--- config.mk ---
export PLATFORM = sky130hd
export DESIGN_NAME = instruction_fetch
export DESIGN_NICKNAME = d
export VERILOG_FILES = /design/src/rtl/instruction_fetch.sv
export SDC_FILE = /design/constraint.sdc
export NUM_CORES = 1
export LEC_CHECK = 0
export CORE_UTILIZATION = 34
export DETAILED_ROUTE_END_ITERATION = 6
export SYNTH_ARGS = -nofsm -noshare
export SYNTH_HDL_FRONTEND = slang
export SYNTH_SLANG_ARGS = --single-unit
--- constraint.sdc ---
create_clock -name clk -period 2.5 [get_ports clk]
set_clock_uncertainty 0.05 [all_clocks]
set_input_delay 0.25 -clock clk [delete_from_list [all_inputs] [get_ports clk]]
set_output_delay 0.25 -clock clk [all_outputs]
set_load 0.01 [all_outputs]
--- src/rtl/instruction_fetch.sv ---
// instruction_fetch: program counter and fetch sequencer for the 9-bit core.
// Steps the PC through instruction ROM, applies taken branches resolved in
// the same cycle, runs the start/done handshake and counts retired
// instructions for performance measurement.
//
//   state  | meaning
//   -------+--------------------------------------------------------------
//   IDLE   | after reset; pc=0, decoder held in init, waiting for start
//   LOAD   | one-cycle preload; pc and retired count forced to 0
//   RUN    | fetching; one instruction retires per non-stalled cycle
//   DONE   | program ended (halt or sequential end); pc/count frozen
module instruction_fetch #(
    parameter int PC_W      = 10,
    parameter int LAST_ADDR = 1023,
    parameter int CNT_W     = 16
) (
    input  logic             clk,
    input  logic             reset,
    input  logic             start,
    input  logic             stall,
    input  logic             halt,
    input  logic             branch,
    input  logic             branch_taken,
    input  logic [PC_W-1:0]  branch_target,
    input  logic [8:0]       imem_data,
    output logic [PC_W-1:0]  pc,
    output logic [8:0]       instruction,
    output logic             init,
    output logic             done,
    output logic [CNT_W-1:0] instr_count
);

    typedef enum logic [1:0] {
        S_IDLE = 2'd0,
        S_LOAD = 2'd1,
        S_RUN  = 2'd2,
        S_DONE = 2'd3
    } state_t;

    localparam logic [PC_W-1:0]  LAST_PC = PC_W'(LAST_ADDR);
    localparam logic [CNT_W-1:0] CNT_MAX = {CNT_W{1'b1}};

    state_t           state;
    state_t           state_next;
    logic [PC_W-1:0]  pc_next;
    logic [CNT_W-1:0] count_next;
    logic [CNT_W-1:0] count_inc;
    logic             retire;

    // saturating increment of the retired-instruction counter
    always_comb begin
        count_inc = instr_count;
        if (instr_count != CNT_MAX) begin
            count_inc = instr_count + CNT_W'(1);
        end
    end

    // next-state, next-pc and next-count decode
    always_comb begin
        state_next = state;
        pc_next    = pc;
        count_next = instr_count;
        retire     = 1'b0;

        case (state)
            S_IDLE: begin
                pc_next = '0;
                if (start) begin
                    state_next = S_LOAD;
                    count_next = '0;
                end
            end

            // pc/count are already zero on entry so the LOAD cycle itself
            // presents a clean pc=0 and count=0
            S_LOAD: begin
                pc_next    = '0;
                count_next = '0;
                state_next = S_RUN;
            end

            S_RUN: begin
                if (!stall) begin
                    retire     = 1'b1;
                    count_next = count_inc;
                    if (halt) begin
                        state_next = S_DONE;
                    end else if (branch && branch_taken) begin
                        // a taken branch wins even from the last address
                        pc_next = branch_target;
                    end else if (pc >= LAST_PC) begin
                        state_next = S_DONE;
                    end else begin
                        pc_next = pc + PC_W'(1);
                    end
                end
            end

            S_DONE: begin
                if (start) begin
                    state_next = S_LOAD;
                    pc_next    = '0;
                    count_next = '0;
                end
            end

            default: begin
                state_next = S_IDLE;
                pc_next    = '0;
                count_next = '0;
            end
        endcase
    end

    // state, pc and counter registers; reset returns to IDLE at once
    always_ff @(posedge clk or posedge reset) begin
        if (reset) begin
            state       <= S_IDLE;
            pc          <= '0;
            instr_count <= '0;
        end else begin
            state       <= state_next;
            pc          <= pc_next;
            instr_count <= count_next;
        end
    end

    // decoder-facing outputs: init/done from state only, instruction gated by RUN
    always_comb begin
        init        = (state != S_RUN);
        done        = (state == S_DONE);
        instruction = (state == S_RUN) ? imem_data : 9'b0;
    end

endmodule

==> results by group, run 1 <==
Global route
  – Total global-route track usage: 19.58%
  – Initial antenna violation count: 0
  – Vias in the first global route: 1878
  – First-pass GRT wire length: about 8.4 mm
  – Largest net degree at the start of global routing: 29
  – Grt ovf: 0

Worst setup path
  – Crit Path Max Fanout: 10
  – CP max-delay cell: clkdlybuf4s50_1
  – Worst r2r src: state[0]
  – Stages on worst setup path: 5
  – Critical Path AT: roughly 2 ns
  – CP endpoint kind: primary output
  – CP Cell Sequence: inv_1 -> ha_1 -> buf_4 -> clkinv_1 -> clkdlybuf4s50_1
  – R2R Path End: instr_count[15]
  – Worst setup path startpoint: state[0]
  – Setup CP Type: register to primary output
  – Crit path max-delay family: buffers and inverters
  – Worst reg2reg setup slack: 0.29 ns
  – Crit path largest cell delay: 0.58 ns
  – Startpoint types: register
  – Crit path to: init
  – Buf/Inv on CP: 4
  – R2R depth: 7
  – Worst EP required: 2.20 ns

Cells and area
  – Commonest cells after routing, fill and taps aside: clkdlybuf4s50_1, nand2_1, dfrtp_1
  – Fillers: approximately 540
  – # diodes: 0
  – Final net count: 320
  – Area Overhead vs Synth: 42.22%
  – Register area: around 700 um^2
  – Multi-input gate area: between 1000 and 1500 um^2
  – Layout cells sized above 1: under 10%
  – Most common cell after layout, fill and taps aside: clkdlybuf4s50_1

Floorplan
  – Core ar.: slightly above 5000 um^2
  – I/O Pins: 63
  – Row Count: 26
  – DIE AREA: 5594 um^2
  – Die height: approximately 75 um
  – Die X: about 75 um
  – Initial core utilization: between 30% and 40%

Synthesis
  – Syn Inst Count: approximately 220
  – Syn_area_per_cell: ~8.1 um^2
  – Share of the yosys chip area belonging to registers: between 30% and 40%
  – Register bit total from synthesis: 28
  – Post-synth EDFFs: 0
  – Synth cell types: 39
  – Mapped Area: 1802 um^2
  – Yosys warns: 0
  – Fraction of registers with async set/reset: between 90% and 100%
  – Post-synthesis net count: about 250
  – Ys flop type: dfrtp_1

CTS
  – Setup Fix Bufs, Post-CTS: 0
  – Clock buffer depth: 2
  – CTS tree: yes
  – Clk sinks: 28
  – Post-cts sizing count: 0
  – Root Buffer: clkbuf_8
  – Htree depth: 1
  – Clk slew on worst S/H paths: around 0.10 ns
  – Hold buffer count at cts: 0
  – Clock Latency Late Sink: around 0.28 ns
  – Num CTS Buffers: 3

Power
  – Comb pwr share: roughly half
  – Clock power frac: between 10% and 20%
  – Pwr dens: ~600 nW/um^2
  – Peak supply drop: 265.2 uV
  – Reg power frac: roughly a third
  – Lkg Pwr: 1.050 nW
  – Switch share: 39.58%
  – Switch Pwr: approximately 0.00060 W
  – Total power: approximately 0.0015 W
  – Int Pwr: about 0.00092 W

Drt
  – Starting DRT DRC Count: around 200
  – Final WL: 4.996 mm
  – Drt wl/cell: between 10 and 15 um
  – Via count: 1927
  – Pre-Repair DR Iteration Count: 4
  – Routed Antenna Nets: 0
  – Vias per inst: approximately 5.4
  – DRC Markers: 0

Timing
  – Max-slew headroom: around 65%
  – Fmax: between 400 and 500 MHz
  – Final Setup Violations: 0
  – Worst-margin pin slew: 0.5255 ns
  – Setup TNS: 0 ns
  – Final hold vios: 0
  – RSZ-0062 raised after global routing: no
  – Final Critical Period: 2.342 ns
  – Pins Over Slew Limit: 0
  – Final worst path period share: around 94%

Job
  – # Max-Cap Violations: 0

Place
  – IO buf count: slightly above 60
  – RePlAce Congestion: 0.7970
  – DP HPWL: ~3.7 mm

Worst hold path
  – HP Class: input pin to async pin

Status
  – Outcome: completed
[per-stage QoR]
step | hold slack, ns | setup slack [ns] | cell area (um^2) | util (%) | cells
2_1_floorplan | 0.2654 | 0.2695 | 1802 | - | 222
3_3_place_gp | 0.4806 | 0.3367 | 2521 | 49.36 | 354
3_5_place_dp | 0.4979 | 0.3055 | 2521 | 49.36 | 354
4_1_cts | 0.2988 | 0.1336 | 2562 | 50.17 | 357
5_1_grt | 0.3494 | 0.02821 | 2562 | 50.17 | 357
6_report | 0.2837 | 0.1581 | 2562 | 50.17 | 357
[worst min path at each step]
stage             start              to  slack, ns  depth (start not counted)
4_1_cts           reset           pc[1]       0.30                          3
3_3_place_gp   state[1]        state[1]       0.48                          2
6_report          reset           pc[1]       0.28                          3
5_1_grt           reset           pc[3]       0.35                          3
3_5_place_dp   state[1]        state[1]       0.50                          2
2_1_floorplan     reset  instr_count[0]       0.27                          1
[Yosys cell counts (2+ instances only)]
library cell	instances	area, um^2
or4_1	5	37.54
nand2_1	29	108.9
a31oi_1	3	18.77
and3_1	9	56.30
a22oi_1	2	15.01
inv_1	6	22.52
clkbuf_1	5	18.77
dfrtp_1	28	700.7
ha_1	5	62.56
nor3_1	7	35.03
a21o_1	3	22.52
o31ai_1	4	30.03
a21oi_1	17	85.08
nor2_1	19	71.32
nand3_1	16	80.08
nand4_1	2	12.51
mux2i_1	4	40.04
and2_1	10	62.56
nor4_1	5	31.28
o21ai_0	23	115.1
buf_6	2	22.52
[worst register-to-register path, stage by stage (launching register included)]
cell and delay, ns:
dfrtp_1 0.41, inv_1 0.06, ha_1 0.29, nor2b_4 0.15
a21o_1 0.17, or3_4 0.42, or4_1 0.47, a21oi_1 0.15
[flip-flops by register name (all words and copies together) (netlist names)]
name and flops:
pc 10, state 2, instr_count 16
[cell families (layout without fill, tap and decap cells)]
family / count (synthesis) / in the layout / share of synthesized area [%]
mux: 4 / 4 / 2.222
flops: 28 / 28 / 38.89
xor+xnor: 1 / 1 / 0.4862
compound gates: 59 / 59 / 19.17
fa+ha+maj: 5 / 5 / 3.472
buf+inv: 14 / 79 / 3.750
simple gates: 111 / 111 / 32.01
[cell type report]
cell class	instances	area share [%]
clock buffers	3	1.611
inverters	7	1.025
multi-input cells	180	40.33
flip-flops and latches	28	27.34
well taps	70	3.418
repair buffers	69	26.27
[routing by layer]
| layer | global-route usage [%] | up-vias | wire, um |
|---|---|---|---|
| met5 | 0 | - | 0 |
| met4 | 8.386 | 0 | 84 |
| met3 | 2.811 | 6 | 265 |
| met2 | 34.73 | 66 | 2349 |
| met1 | 23.64 | 916 | 2297 |
| li1 | - | 939 | - |
[power groups by stage]
stage               Combinational, W  Clock, W  Sequential, W
CTS                         0.000735  0.000265       0.000528
finish                      0.000738  0.000256       0.000528
global route                0.000828  0.000274       0.000534
global placement            0.000728         0       0.000535
detailed placement          0.000732         0       0.000537
floorplan                   0.000424         0       0.000536
Power figures use the tool's default switching activity.
==> run 2, diff against run 1 <==
- CORE_MARGIN: unset -> 4
- GPL_TIMING_DRIVEN: unset -> 0
- clock period: 2.5 -> 3 ns (I/O delays scaled with it)
==> results by group, run 2 (synthesized netlist as in run 1, its figures left out) <==
Place
  – DP HPWL: ~3.9 mm
  – IO buf count: a little over 60
  – RePlAce Congestion: about 0.84
  – DP Area: about 2500 um^2

Worst setup path
  – Worst r2r src: state[0]
  – CP Cell Sequence: inv_1 -> ha_1 -> buf_6 -> clkbuf_1 -> and2_1 -> clkdlybuf4s50_1
  – CP endpoint kind: primary output
  – Buf/Inv on CP: 4
  – R2R Path End: instr_count[15]
  – R2R depth: 8
  – CP max-delay cell: clkdlybuf4s50_1
  – Worst reg2reg setup slack: around 0.65 ns
  – Crit path largest cell delay: 0.53 ns
  – Crit Path Max Fanout: 10
  – Setup CP Type: register to primary output
  – Worst EP required: about 2.7 ns
  – Startpoint types: register
  – Crit path max-delay family: buffers and inverters
  – Critical Path AT: between 2 and 2.5 ns

Drt
  – Starting DRT DRC Count: 130
  – Routed Antenna Nets: 0
  – Pre-Repair DR Iteration Count: 4
  – Drt wl/cell: 14.75 um
  – Vias per inst: about 5.2
  – Via count: roughly 1900
  – DRC Markers: 0
  – Final WL: 5.279 mm

Floorplan
  – Die X: roughly 81 um
  – DIE AREA: roughly 6500 um^2
  – Initial core utilization: 35.28%
  – Row Count: 26
  – Die height: approximately 80 um
  – I/O Pins: 63
  – Core ar.: about 5000 um^2

Power
  – Pwr dens: roughly 500 nW/um^2
  – Lkg Pwr: between 1 and 1.5 nW
  – Peak supply drop: 187.8 uV

Cells and area
  – Biggest register: instr_count
  – Commonest cells after routing, fill and taps aside: clkdlybuf4s50_1, nand2_1, dfrtp_1
  – Final instance area: roughly 2600 um^2
  – # diodes: 0
  – Largest register FFs: 16
  – Regs by FF count: instr_count: 16 flops, pc: 10 flops, state: 2 flops
  – Most common cell after layout, fill and taps aside: clkdlybuf4s50_1
  – Final Core Density: about half
  – Final net count: 320
  – Area Overhead vs Synth: 42.36%
  – Layout cells sized above 1: under 10%

Timing
  – Max-slew headroom: 24.90%
  – Final worst path period share: about 86%
  – Pins Over Slew Limit: 0
  – Final hold vios: 0
  – Worst-margin pin slew: 1.125 ns
  – Final Critical Period: about 2.6 ns
  – Final Setup Violations: 0
  – Setup TNS: 0 ns
  – Fmax: just under 400 MHz
  – RSZ-0062 raised after global routing: no

Worst hold path
  – Hold Path Stages: 2
  – HP Class: register to register
  – Hold path startpoint: state[0]
  – Worst hold endpoint: state[0]

Global route
  – Grt ovf: 0
  – First-pass GRT wire length: ~9 mm
  – Initial antenna violation count: 0
  – Vias in the first global route: 1855
  – Total global-route track usage: 17.36%
  – Largest net degree at the start of global routing: 29

CTS
  – CTS tree: yes
  – Root Buffer: clkbuf_8
  – Post-cts sizing count: 0
  – Clk sinks: 28
  – Num CTS Buffers: 3
  – Hold buffer count at cts: 0
  – Setup Fix Bufs, Post-CTS: 0
  – Clock buffer depth: 2
  – Htree depth: 1
  – Clock Latency Late Sink: 0.28 ns
  – Clk slew on worst S/H paths: roughly 0.1 ns

Status
  – Outcome: completed

Job
  – # Max-Cap Violations: 0
[run 2: cell count changes in the layout (fill, tap and decap cells not counted), sizes merged]
cell / previous run / this run
buf: 7 / 2
clkbuf: 3 / 9
[run 2: routing by layer]
| metal | routed length [um] | GRT usage, % |
|---|---|---|
| met5 | 0 | 0 |
| met4 | 51 | 4.054 |
| met2 | 2445 | 29.39 |
| met3 | 397 | 3.548 |
| met1 | 2385 | 22.82 |
[run 2: power breakdown]
| part | internal, W | leakage, nW | switching, W |
|---|---|---|---|
| sequential | 0.000406 | 0.386 | 0.0000355 |
| combinational | 0.000262 | 0.627 | 0.000342 |
| clock | 0.000118 | 0.0288 | 0.000128 |
[run 2: metrics by stage]
stage                     cells  hold slack (ns)  power [W]  worst slack, ns
final                       358           0.5021   0.001293           0.4139
after global routing        358           0.5284   0.001386           0.2775
after CTS                   358           0.5088   0.001312           0.3775
after detailed placement    354           0.4851   0.001066           0.6420
after global placement      354           0.4743   0.001061           0.6406
after floorplan             222           0.3154  0.0008002           0.7695
[run 2: final cells by class]
type | count | area, um^2
Buffer | 7 | 41.29
Fill cell | 530 | 2542
Tap cell | 70 | 87.58
Multi-Input combinational cell | 180 | 1033
Sequential cell | 28 | 700.7
Inverter | 7 | 26.28
Timing Repair Buffer | 62 | 620.6
Clock buffer | 4 | 55.05
[run 2: worst reg2reg max path: cells and delay by family, from the launching register on]
kind,cells,cell delay (ns)
AOI/OAI and AO/OA,2,0.31
and+or+nand+nor,3,1.02
buffers and inverters,2,0.20
DFF,1,0.40
adders and majority gates,1,0.30
[run 2: worst max-delay path by stage]
stage	slack, ns	start	to	cells after the start
after floorplan	0.77	state[0]	instr_count[13]	8
after global placement	0.64	start	instr_count[13]	7
after detailed placement	0.64	start	instr_count[15]	7
after CTS	0.38	state[0]	instruction[8]	6
after global routing	0.28	state[0]	instruction[8]	6
final	0.41	state[0]	instruction[8]	6
==> run 3, diff against run 2 <==
- PLACE_DENSITY: unset -> 0.74
==> results by group, run 3 (synthesized netlist as in run 1, its figures left out) <==
Status
  – Outcome: completed

CTS
  – Clock Latency Late Sink: 0.27 ns
  – Hold buffer count at cts: 0
  – Num CTS Buffers: 3
  – Clock buffer depth: 2
  – Setup Fix Bufs, Post-CTS: 0
  – Htree depth: 1
  – Post-cts sizing count: 0
  – Clk sinks: 28
  – CTS tree: yes
  – Clk slew on worst S/H paths: roughly 0.090 ns
  – Root Buffer: clkbuf_8

Worst setup path
  – Crit path max-delay family: buffers and inverters
  – Buf/Inv on CP: 4
  – R2R depth: 8
  – Stages on worst setup path: 6
  – CP max-delay cell: clkdlybuf4s50_1
  – Critical Path AT: around 2.2 ns
  – Worst r2r src: state[0]
  – Worst EP required: between 2 and 3 ns
  – Crit Path Max Fanout: 10
  – R2R Path End: instr_count[13]
  – Crit path largest cell delay: ~0.54 ns
  – CP endpoint kind: primary output
  – Setup CP Type: register to primary output
  – Startpoint types: register
  – Worst reg2reg setup slack: 0.62 ns
  – CP Cell Sequence: inv_1 -> ha_1 -> buf_6 -> clkbuf_1 -> and2_1 -> clkdlybuf4s50_1

Power
  – Pwr dens: ~490 nW/um^2
  – Lkg Pwr: 1.034 nW
  – Total power: between 0.001 and 0.0015 W
  – Peak supply drop: between 200 and 250 uV

Global route
  – Grt ovf: 0
  – Vias in the first global route: 1859
  – Total global-route track usage: between 10% and 20%
  – First-pass GRT wire length: approximately 8.6 mm
  – Initial antenna violation count: 0
  – Largest net degree at the start of global routing: 29

Place
  – DP Area: roughly 2500 um^2
  – RePlAce Congestion: between 0.8 and 0.9
  – Setup WS pre-CTS: between 0.6 and 0.7 ns
  – IO buf count: between 60 and 70
  – DP HPWL: approximately 4.0 mm

Timing
  – RSZ-0062 raised after global routing: no
  – Final worst path period share: between 80% and 90%
  – Max-slew headroom: roughly 28%
  – Fmax: ~390 MHz
  – Final hold vios: 0
  – Worst-margin pin slew: around 1.1 ns
  – Final worst slack: approximately 0.43 ns
  – Final Setup Violations: 0
  – Pins Over Slew Limit: 0
  – Setup TNS: 0 ns
  – Final Critical Period: about 2.6 ns

Floorplan
  – Die height: 80.80 um
  – DIE AREA: around 6500 um^2
  – Row Count: 26
  – Die X: ~81 um
  – I/O Pins: 63
  – Initial core utilization: a little over a third
  – Core ar.: 5107 um^2

Worst hold path
  – HP Class: register to register
  – Worst hold endpoint: state[0]
  – Hold Path Stages: 2
  – Hold path startpoint: state[0]

Cells and area
  – Final net count: 320
  – Layout cells sized above 1: under 10%
  – Largest register FFs: 16
  – # diodes: 0
  – Commonest cells after routing, fill and taps aside: clkdlybuf4s50_1, nand2_1, dfrtp_1
  – Final instance area: between 2000 and 3000 um^2
  – Fillers: approximately 500
  – Area Overhead vs Synth: 41.60%
  – Biggest register: instr_count
  – Regs by FF count: instr_count: 16 flops, pc: 10 flops, state: 2 flops
  – Most common cell after layout, fill and taps aside: clkdlybuf4s50_1

Drt
  – Pre-Repair DR Iteration Count: 4
  – Via count: about 1900
  – Drt wl/cell: around 15 um
  – Routed Antenna Nets: 0
  – Starting DRT DRC Count: just over 90
  – DRC Markers: 0
  – Final WL: between 5 and 6 mm
  – Vias per inst: about 5.4

Job
  – # Max-Cap Violations: 0
==> run 3: per-layer routing <==
layer / vias up / track usage, % / wire, um
li1: 941 / - / -
met1: 887 / 20.87 / 2323
met2: 83 / 28.39 / 2505
met3: 4 / 3.437 / 432
met4: 0 / 5.574 / 27
met5: - / 0 / 0
==> run 3: worst max path at each step <==
stage | start | end | slack [ns]
after floorplan | state[0] | instr_count[13] | 0.77
after global placement | start | instr_count[15] | 0.64
after detailed placement | start | instr_count[15] | 0.63
after CTS | state[0] | instruction[8] | 0.40
after global routing | state[0] | instruction[8] | 0.29
final | state[0] | instruction[8] | 0.43
==> run 3: layout make-up <==
type	count	area, um^2	share of cell area [%]
sequential	28	700.7	27.46
inverter	7	26.28	1.030
multi-input combinational	180	1033	40.51
clock buffer	3	41.29	1.618
buffer	7	41.29	1.618
timing repair buffer	62	620.6	24.33
tap	70	87.58	3.433
==> run 3: where the power goes <==
part | total [W] | internal, W | switching (W)
Clock | 0.000204 | 0.0000901 | 0.000114
Combinational | 0.000611 | 0.000263 | 0.000347
Sequential | 0.000444 | 0.000406 | 0.0000376
==> run 3: per-stage QoR <==
stage / hold slack, ns / utilization, % / cells
4_1_cts: 0.5298 / 49.95 / 357
2_1_floorplan: 0.3154 / - / 222
3_5_place_dp: 0.5016 / 49.14 / 354
5_1_grt: 0.5447 / 49.95 / 357
3_3_place_gp: 0.4721 / 49.14 / 354
6_report: 0.5231 / 49.95 / 357
==> run 3: worst min-delay path, cell delays in order, from the launching register on <==
cell     delay [ns]
dfrtp_1        0.42
nand2_1        0.06
o21ai_0        0.06
==> patch (flow settings as in run 1) <==
Encoding of `state_t`: now Gray code (2 bits for 4 states).
--- a/src/rtl/instruction_fetch.sv
+++ b/src/rtl/instruction_fetch.sv
@@ -31,10 +31,10 @@
 );
 
     typedef enum logic [1:0] {
-        S_IDLE = 2'd0,
-        S_LOAD = 2'd1,
-        S_RUN  = 2'd2,
-        S_DONE = 2'd3
+        S_IDLE = 2'b00,
+        S_LOAD = 2'b01,
+        S_RUN  = 2'b11,
+        S_DONE = 2'b10
     } state_t;
 
     localparam logic [PC_W-1:0]  LAST_PC = PC_W'(LAST_ADDR);
Function: same outputs for any inputs over 10 cycles, from zero or initial values and one cycle with reset high; not proved beyond that.
==> patch against run 1 <==
Final area fell by 4.1%. Final cell count fell by 7.0%. Sequential cell count did not move. Register-to-register slack improved by 0.06 ns. Synthesized area fell by 6.7%. Power fell by 8.6%. Utilization rose by 1.5 points. Routed wire length fell by 7.7%. Clock power rose by 9.4%. Global-route usage fell by 0.58 points. Setup slack improved by 0.19 ns. Non-clock buffer count did not move. Sequential power rose by 14%.
==> patch: results (changes against run 1) <==
The post-route total power was 1.39 mW (-8.6%); the worst-case setup slack after placement was 0.379 ns (+0.0739 ns). The global routing met3 resource utilization was 0.0236 (-0.00450); the final-stage net count was 294 (-8.1%). The number of different library cells in the post-synthesis netlist came out at 42 (+7.7%).

The flow ran to the end, and the final reports show no timing, DRC or antenna violations. The largest fanout of any net on the critical path was 16 (+6); the critical path's largest stage delay was 0.55 ns (-0.03 ns). The depth of the most critical reg-to-reg path came out at 6 (-1). Global placer's final weighted congestion: 0.788 (-1.1%). The power consumed by combinational cells was 508 uW (-31%); the total detailed-routing wirelength was 4610 um (-7.7%). The tools report the number of global-route vias before repair as 1,735 (-7.6%). The run gives 0.190 (-0.00582) as the global routing usage summed across all routing layers.

The slowest stage of the critical path is the sky130_fd_sc_hd__or4_4 cell. The post-synthesis sequential area ratio was 0.417 (+0.0281). The global routing usage on met1 came out at 0.261 (+0.0249). Sorting the synthesized cells by area gives the leading types as sky130_fd_sc_hd__dfrtp_1 42%, sky130_fd_sc_hd__o21ai_0 7.4%, sky130_fd_sc_hd__a21oi_1 5.7%, sky130_fd_sc_hd__nand2_1 3.8%, sky130_fd_sc_hd__nor2_1 3.8%. Cell family with the largest share of critical-path delay: simple AND/OR/NAND/NOR gates. The slew of the pin with the lowest slew margin works out to 0.383 ns (-0.142 ns).

The tools report the half-perimeter wire length after placement as 3360 um (-8.8%). For the total of fill cells in the finished design, the log shows 484 (-9.7%). The logs give 463 uW (-23%) for the net load switching power and 602 uW (+14%) for the power dissipated in sequential cells.

The first-iteration detailed-routing DRC count is 61 (-70%), and the worst endpoint data arrival time is 2.26 ns (+0.22 ns). The cell leakage power came out at 0.978 nW (-6.9%). The layout cell share with drive strength beyond 1 came out at 0.0755 (+0.0337).
patch: cell count changes in the layout (fill, tap and decap cells not counted), sizes merged, moves of 5 or more:
cell / run 1 / this run
nand2: 29 / 17
and2: 10 / 2
or3: 1 / 6
nand3: 16 / 10
patch: kinds of logic after synthesis:
logic type	synth area share
xor gates and xnor gates	0.0104
muxes	0.00596
and+or+nand+nor	0.271
adders and majority gates	0.0149
DFF	0.417
AOI/OAI and AO/OA	0.242
buffers and inverters	0.0387
patch: per-stage QoR:
stage / std cells / area, um^2 / utilization
after floorplan: 199 / 1680 / -
after global placement: 328 / 2400 / 0.505
after detailed placement: 328 / 2400 / 0.505
after CTS: 332 / 2460 / 0.517
after global routing: 332 / 2460 / 0.517
final: 332 / 2460 / 0.517
patch: area by class of cell:
| cell class | instances | share of cell area |
|---|---|---|
| Clock buffer | 4 | 0.0224 |
| Inverter | 8 | 0.0122 |
| Tap cell | 67 | 0.0341 |
| Timing Repair Buffer | 69 | 0.274 |
| Multi-Input combinational cell | 156 | 0.372 |
| Sequential cell | 28 | 0.285 |
patch: how the worst max path moves through the flow:
stage / start / end / slack, ns / depth (start not counted)
2_1_floorplan: instr_count[0] / instr_count[3] / 0.56 / 7
3_3_place_gp: instr_count[0] / instr_count[2] / 0.41 / 6
3_5_place_dp: instr_count[0] / instr_count[2] / 0.38 / 6
4_1_cts: instr_count[0] / instr_count[2] / 0.34 / 6
5_1_grt: instr_count[0] / instr_count[2] / 0.18 / 6
6_report: instr_count[0] / instr_count[2] / 0.35 / 6
patch: routing by layer:
layer	part of all wire	vias to the layer above
li1	-	872
met1	0.48	834
met2	0.47	41
met3	0.033	4
met4	0.0095	0
met5	0	-
